File: src/rtl/inst_fetch_queue.sv
// Instruction fetch stage: PC sequencing, single-outstanding fetch handshake and a
// small {pc, inst} queue toward decode. Optional counters under IFETCH_STATS_EN.
module inst_fetch_queue #(
   parameter int unsigned DEPTH    = 4,
   parameter logic [31:0] RESET_PC = 32'h0000_0000
) (
   input  logic        clk,
   input  logic        reset,
   output logic        inst_start,
   input  logic        inst_ready,
   output logic [31:0] i_addr,
   input  logic [31:0] inst,
   input  logic        inst_valid,
   output logic        out_valid,
   input  logic        out_ready,
   output logic [31:0] out_pc,
   output logic [31:0] out_inst,
   input  logic        redirect,
   input  logic [31:0] redirect_pc,
   input  logic        exited
`ifdef IFETCH_STATS_EN
   ,
   output logic [31:0] stat_fetch,
   output logic [31:0] stat_stall
`endif
);

   localparam int PTR_W = (DEPTH > 1) ? $clog2(DEPTH) : 1;
   localparam int CNT_W = PTR_W + 1;

   localparam logic [1:0] S_REQ   = 2'd0;
   localparam logic [1:0] S_WAIT  = 2'd1;
   localparam logic [1:0] S_DRAIN = 2'd2;

   logic [1:0]       state;
   logic [31:0]      pc;
   logic [31:0]      req_pc;
   logic             discard;
   logic [CNT_W-1:0] count;
   logic [PTR_W-1:0] rd_ptr;
   logic [PTR_W-1:0] wr_ptr;
   logic [31:0]      pc_mem   [DEPTH];
   logic [31:0]      inst_mem [DEPTH];

   logic full;
   logic push;
   logic pop;

   assign full       = (count == CNT_W'(DEPTH));
   // Reset also blocks issue: the memory side would accept a request we then forget.
   assign inst_start = (state == S_REQ) && !reset && !redirect && !exited && !full;
   assign i_addr     = (state == S_REQ) ? pc : req_pc;
   assign push       = (state == S_WAIT) && inst_valid && !discard && !redirect && !reset;
   assign pop        = out_valid && out_ready && !redirect && !reset;

   assign out_valid  = (count != '0);
   assign out_pc     = pc_mem[rd_ptr];
   assign out_inst   = inst_mem[rd_ptr];

   always_ff @(posedge clk) begin
      if (reset) begin
         // A response still owed by the memory side must be swallowed after reset.
         if (((state == S_WAIT) || (state == S_DRAIN)) && !inst_valid)
            state <= S_DRAIN;
         else
            state <= S_REQ;
         pc      <= RESET_PC;
         count   <= '0;
         rd_ptr  <= '0;
         wr_ptr  <= '0;
         discard <= 1'b0;
      end else begin
         case (state)
            S_REQ: begin
               if (inst_start && inst_ready)
                  state <= S_WAIT;
            end
            S_WAIT: begin
               if (inst_valid) begin
                  state   <= S_REQ;
                  discard <= 1'b0;
               end else if (redirect) begin
                  discard <= 1'b1;
               end
            end
            S_DRAIN: begin
               if (inst_valid)
                  state <= S_REQ;
            end
            default: state <= S_REQ;
         endcase

         if (redirect) begin
            pc     <= redirect_pc;
            count  <= '0;
            rd_ptr <= '0;
            wr_ptr <= '0;
         end else begin
            if (push) begin
               pc     <= req_pc + 32'd4;
               wr_ptr <= wr_ptr + PTR_W'(1);
            end
            if (pop)
               rd_ptr <= rd_ptr + PTR_W'(1);
            if (push && !pop)
               count <= count + CNT_W'(1);
            else if (pop && !push)
               count <= count - CNT_W'(1);
         end
      end
   end

   always_ff @(posedge clk) begin
      if (inst_start && inst_ready)
         req_pc <= pc;
      if (push) begin
         pc_mem[wr_ptr]   <= req_pc;
         inst_mem[wr_ptr] <= inst;
      end
   end

`ifdef IFETCH_STATS_EN
   always_ff @(posedge clk) begin
      if (reset) begin
         stat_fetch <= '0;
         stat_stall <= '0;
      end else begin
         if (push)
            stat_fetch <= stat_fetch + 32'd1;
         if ((state == S_REQ) && full && !exited)
            stat_stall <= stat_stall + 32'd1;
      end
   end
`endif

   // Issue is throttled by count, so a response can never land on a full queue.
   a_no_overflow: assert property (@(posedge clk) disable iff (reset) !(push && full));

endmodule

File: config.mk
export PLATFORM = sky130hd
export DESIGN_NAME = inst_fetch_queue
export DESIGN_NICKNAME = d
export VERILOG_FILES = /design/src/rtl/inst_fetch_queue.sv
export SDC_FILE = /design/constraint.sdc
export NUM_CORES = 1
export LEC_CHECK = 0
export ABC_AREA = 0
export BUFFER_PORTS_ARGS = -buffer_cell sky130_fd_sc_hd__buf_2
export CAP_MARGIN = 20
export CORE_ASPECT_RATIO = 0.7
export CORE_MARGIN = 8
export CORE_UTILIZATION = 35
export CTS_CLUSTER_DIAMETER = 80
export CTS_CLUSTER_SIZE = 24
export DETAILED_ROUTE_END_ITERATION = 6
export GPL_TIMING_DRIVEN = 0
export PLACE_DENSITY = 0.62
export SYNTH_ARGS = -nofsm -noshare
export SYNTH_HDL_FRONTEND = slang
export SYNTH_SLANG_ARGS = --single-unit
File: constraint.sdc
create_clock -name clk -period 7.04 [get_ports clk]
set_input_delay 0.352 -clock clk [delete_from_list [all_inputs] [get_ports clk]]
set_output_delay 0.352 -clock clk [all_outputs]
set_load 0.005 [all_outputs]
* Word-level counts from Yosys, hierarchy flattened *
Memory sizes are Yosys's and may differ from the RTL's. A register that Yosys moved wholly into a read port is not among the register bits.
Cells that the tools add are included.

word-level totals
  logic and storage cells = 70
  bits in registers = 74
  input port bits = 71
  output and inout bits = 98
  memories kept = 2
  memory bits (writable) = 256

operators by class
  muxes and demuxes = 18
  reductions and logical operators = 33
  add/subtract/negate cells = 5
  equality and inequality tests = 5

memory list
  memory    words  bits a word  read ports  clocked after memory_dff  write ports  RTL line  source
  inst_mem  4      32           1           1                         1            43        logic [31:0] inst_mem [DEPTH];
  pc_mem    4      32           1           1                         1            42        logic [31:0] pc_mem [DEPTH];

operators by type and width
  cell                   number
  $mux 32                3
  $add 32x3->32 const B  1
  $mux 2                 8
  $logic_and 1x1->1      15
  $logic_not 1->1        8
  $mux 3                 2
  $reduce_bool 2->1      3
  $add 2x1->2 const B    2
  $mux 1                 4
  $pmux 2 s2             1
  $reduce_and 2->1       2
  $reduce_or 2->1        2
  $add 3x1->3 const B    1
  $eq 3x3->1 const B     1
  $ne 3x1->1 const B     1
  $ne 3x2->1 const B     1
  $reduce_bool 3->1      1
  $sub 3x1->3 const B    1
  $eq 2x1->1 const B     1
  $eq 2x2->1 const B     1
  $logic_not 2->1        1
  $logic_or 1x1->1       1

* Logic depth before layout (Yosys ltp) *
  depth in word-level cells = 9
  mapped depth = 12
  gate-level depth less buffers = 11

* Worst setup path before layout *
OpenSTA, ideal clock, no wires.

  path type = register to register
  from = reg state[1]
  to = mem inst_mem[0][0], enable pin
  path buffers = 1
  arrival = 2455 ps
  setup slack = 4156 ps
  setup time = 429 ps
  data required time = 6611 ps
  period minus slack after synthesis = 2884 ps
  stages on the path, launching flop included = 6
  path through = edfxtp_1 > inv_1 > ha_1 > and3b_1 > buf_2 > and3_1

between the ends
  word-level cells in the longest chain between the ends = 7

RTL lines
  what                             RTL line  source
  start, declared                  35        logic [1:0] state;
  start signal, assigned           64        state <= S_DRAIN;
  start signal, assigned           66        state <= S_REQ;
  start signal, assigned           76        state <= S_WAIT;
  $eq 2x1->1                       53        assign push = (state == S_WAIT) && inst_valid && !discard && !redirect && !reset;
  $logic_and 1x1->1 (4 in series)  53
  $mux 1                           116       if (push) begin
  $mux 1 (implied by the code)     118       inst_mem[wr_ptr] <= inst;
  end, declared                    43

Every way passes these cells.

* Worst setup path after layout *
  from = reg state[0]
  to = out i_addr[11]

between the ends
  word-level cells in the longest chain between the ends = 2

RTL lines
  what             RTL line  source
  $logic_not 2->1  52        assign i_addr = (state == S_REQ) ? pc : req_pc;
  $mux 32          52
  end, declared    11        output logic [31:0] i_addr,

Every way passes these cells.

==> impl_metrics.csv <==
group,metric,value,unit
routing,ant_nets,0,
die,ios,169,
die,die_w,246.7,um
clocking,root_buffer,"clkbuf_16",
synthesis,ys_ff_latch,332,
min_path,min_path_cells,1,
setup_path,worstSetupPathType,"reg2out",
setup_path,r2r_cells,12,
outcome,status,"completed",
synthesis,yosys-top-cells-area,"edfxtp_1, mux4_2, dfxtp_1",
layout,fin_area,15100,um2
setup_path,r2r_start,"state[1]$_SDFFCE_PN0P_",
global_routing,grt_pass1_wl,46890,um
synthesis,synth.top_cells.by_count,"edfxtp_1, mux4_2, dfxtp_1, mux2_2, a22oi_1",
synthesis,async_reset_ff_share,0,%
timing,grt_setup_unrepaired,"false",
clocking,cts_tree,"done",
setup_path,worst_setup_path_start_kind,"register",
die,die_h,177.5,um
setup_path,reg2reg_slack,4.39,ns
clocking,post_cts_buffers,0,
setup_path,cp_max_fo,10,
timing,finalSetupTns,0,ns
routing,vias_per_cell,5.094,
global_routing,grt_overflow,0,
timing,max_freq,323.8,MHz
synthesis,synth.avg_cell_area,18.87,um2
timing,setup_viol,0,
routing,drtIter0Drc,434,
clocking,clock_latency,0.53,ns
pwr,leakagePower,4.998,nW
synthesis,syn-num-nets,771,
timing,hold_violations,0,
synthesis,synth_top_area_share,66.77,%
pwr,peakVddDrop,0.0001796,V
setup_path,worst_r2r_endpoint,"count[2]$_SDFFE_PP0P_",
routing,dr_total_vias,7010,
placed_design,dp_hpwl,21100,um
clocking,numCtsBuffers,17,
layout,nNetsFinal,961,
synthesis,synth-seq-area-share,73.22,%
placed_design,gp_congestion,0.7300,
clocking,path_clk_slew,0.10,ns
min_path,hp-start,"inst[1]",
timing,drv_slew,0,
placed_design,io_buffers,167,
clocking,holdBufCountCts,0,
clocking,cts_resized,0,
clocking,htreeDepth,1,
min_path,min_to,"inst_mem[2][1]$_DFFE_PP_",
synthesis,ys_warn_count,0,
global_routing,grt_max_degree,48,
layout,drive_above_1_share,35.29,%
synthesis,synth_edf_count,290,
setup_path,required,6.69,ns
timing,hold_slack,0.03111,ns
die,num_rows,59,
synthesis,syn_area,13040,um2
routing,remaining_drc_errors,0,
setup_path,crit_arrival,2.74,ns
global_routing,grtUsageTotal,14.12,%
layout,final_core_util,40.92,%
timing,slew_headroom,43.06,%
layout,area_delta_synth_final,15.80,%
timing,period_share,43.86,%
synthesis,yosysUniqueCellTypes,39,
setup_path,end_kind,"primary output",
timing,skew,0.03788,ns
job,cap_violations,0,
synthesis,synthFlopType,"edfxtp_1",
routing,routedWlPerCell,22.90,um
routing,drt_wl_total,31520,um
synthesis,post-synth-top-count-cell,"edfxtp_1",
pwr,powerDensity,250.7,nW/um2
global_routing,grt_pass1_vias,7269,
die,initial_core_util,35.34,%
die,die_area,43800,um2
placed_design,place_area,14620,um2
synthesis,yosys.area.top_type,"edfxtp_1",
clocking,clock_sinks,332,
timing,worstMarginPinSlew,0.8529,ns
synthesis,synthCells,691,
global_routing,antenna_found_initial,3,
routing,firstDrtPassIters,4,
timing,fin_crit,3.088,ns
clocking,ctsLongestPathBuffers,3,
min_path,hold_path_class,"in2reg",
die,core-area,36910,um2
-- worst max-delay path by stage --
| stage | from | to | cells past startpoint |
|---|---|---|---|
| 2_1_floorplan | state[1]$_SDFFCE_PN0P_ | inst_mem[0][0]$_DFFE_PP_ | 5 |
| 3_3_place_gp | state[1]$_SDFFCE_PN0P_ | inst_mem[3][23]$_DFFE_PP_ | 5 |
| 3_5_place_dp | state[1]$_SDFFCE_PN0P_ | count[2]$_SDFFE_PP0P_ | 12 |
| 4_1_cts | register | out_pc[28] | 4 |
| 5_1_grt | state[0]$_SDFFCE_PP0P_ | i_addr[11] | 6 |
| 6_report | state[0]$_SDFFCE_PP0P_ | i_addr[11] | 6 |
-- cell usage in the layout (no fill, tap or decap), types with 4 or more instances in the layout --
cell and instances:
a21oi_1 9, a221oi_1 4, a22oi_1 27, and3_1 7
and3_4 4, and4_1 6, buf_16 4, buf_2 179
clkbuf_1 28, clkbuf_16 18, dfxtp_1 42, edfxtp_1 290
ha_1 8, inv_1 7, mux2_2 32, mux4_2 64
nand2_1 15, nand3_1 13, nand4_1 10, nor2_1 20
nor2b_1 18, o22ai_1 22, xnor2_1 10, xor2_1 23
-- stage by stage --
| step | setup WS [ns] | std cells | power (mW) |
|---|---|---|---|
| floorplan | 4.156 | 691 | 2.530 |
| global placement | 2.649 | 1346 | 2.759 |
| detailed placement | 4.412 | 1350 | 2.764 |
| CTS | 3.850 | 1375 | 3.844 |
| global route | 3.772 | 1375 | 3.933 |
| finish | 3.952 | 1376 | 3.786 |
-- kinds of logic (layout without fill, tap and decap cells) --
family	Yosys count	after routing	synth area share, %
AO/OA/AOI/OAI	66	66	3.597
other	0	1	0
XOR/XNOR	33	33	2.216
AND/OR/NAND/NOR	107	107	4.518
adder cells (fa/ha/maj)	9	9	0.9210
flip-flops	332	332	73.22
buffers and inverters	47	243	1.640
multiplexers	97	97	13.89
-- flip-flops by register name (all words and copies together) (netlist names), 2 cells and up, named ones only --
name      cells
rd_ptr        2
inst_mem    128
req_pc       32
wr_ptr        2
pc           32
count         3
state         2
pc_mem      128
-- layer usage --
| layer | share of wire (%) | vias up | routed length, um | GRT usage (%) |
|---|---|---|---|---|
| li1 | - | 3149 | - | - |
| met1 | 46 | 3603 | 14490 | 20.11 |
| met2 | 46 | 216 | 14350 | 22.05 |
| met3 | 6.5 | 40 | 2038 | 3.218 |
| met4 | 2.0 | 2 | 631 | 2.865 |
| met5 | 0.035 | - | 11 | 0 |
-- area by class of cell --
cell class | instances | area [um2]
Buffer | 38 | 180.2
Timing Repair Buffer | 171 | 945.9
Multi-Input combinational cell | 312 | 3299
Fill cell | 3387 | 21810
Inverter | 9 | 33.78
Tap cell | 488 | 610.6
Clock inverter | 1 | 8.758
Clock buffer | 24 | 473.0
Sequential cell | 332 | 9549
Antenna cell | 1 | 2.502
-- worst max-delay path: stages, from the launching register on --
cell and delay (ns):
edfxtp_1 0.40, inv_1 0.08, ha_1 0.13, clkbuf_1 0.38, clkbuf_1 0.63, mux2_2 0.44
buf_2 0.13
-- power breakdown --
group	total (mW)	leakage (nW)	internal [mW]	switching, mW
clock	1.08	0.233	0.475	0.604
sequential	2.22	2.97	2.19	0.0320
combinational	0.487	1.80	0.229	0.258
Note: power is estimated with default switching activity, not from simulation.
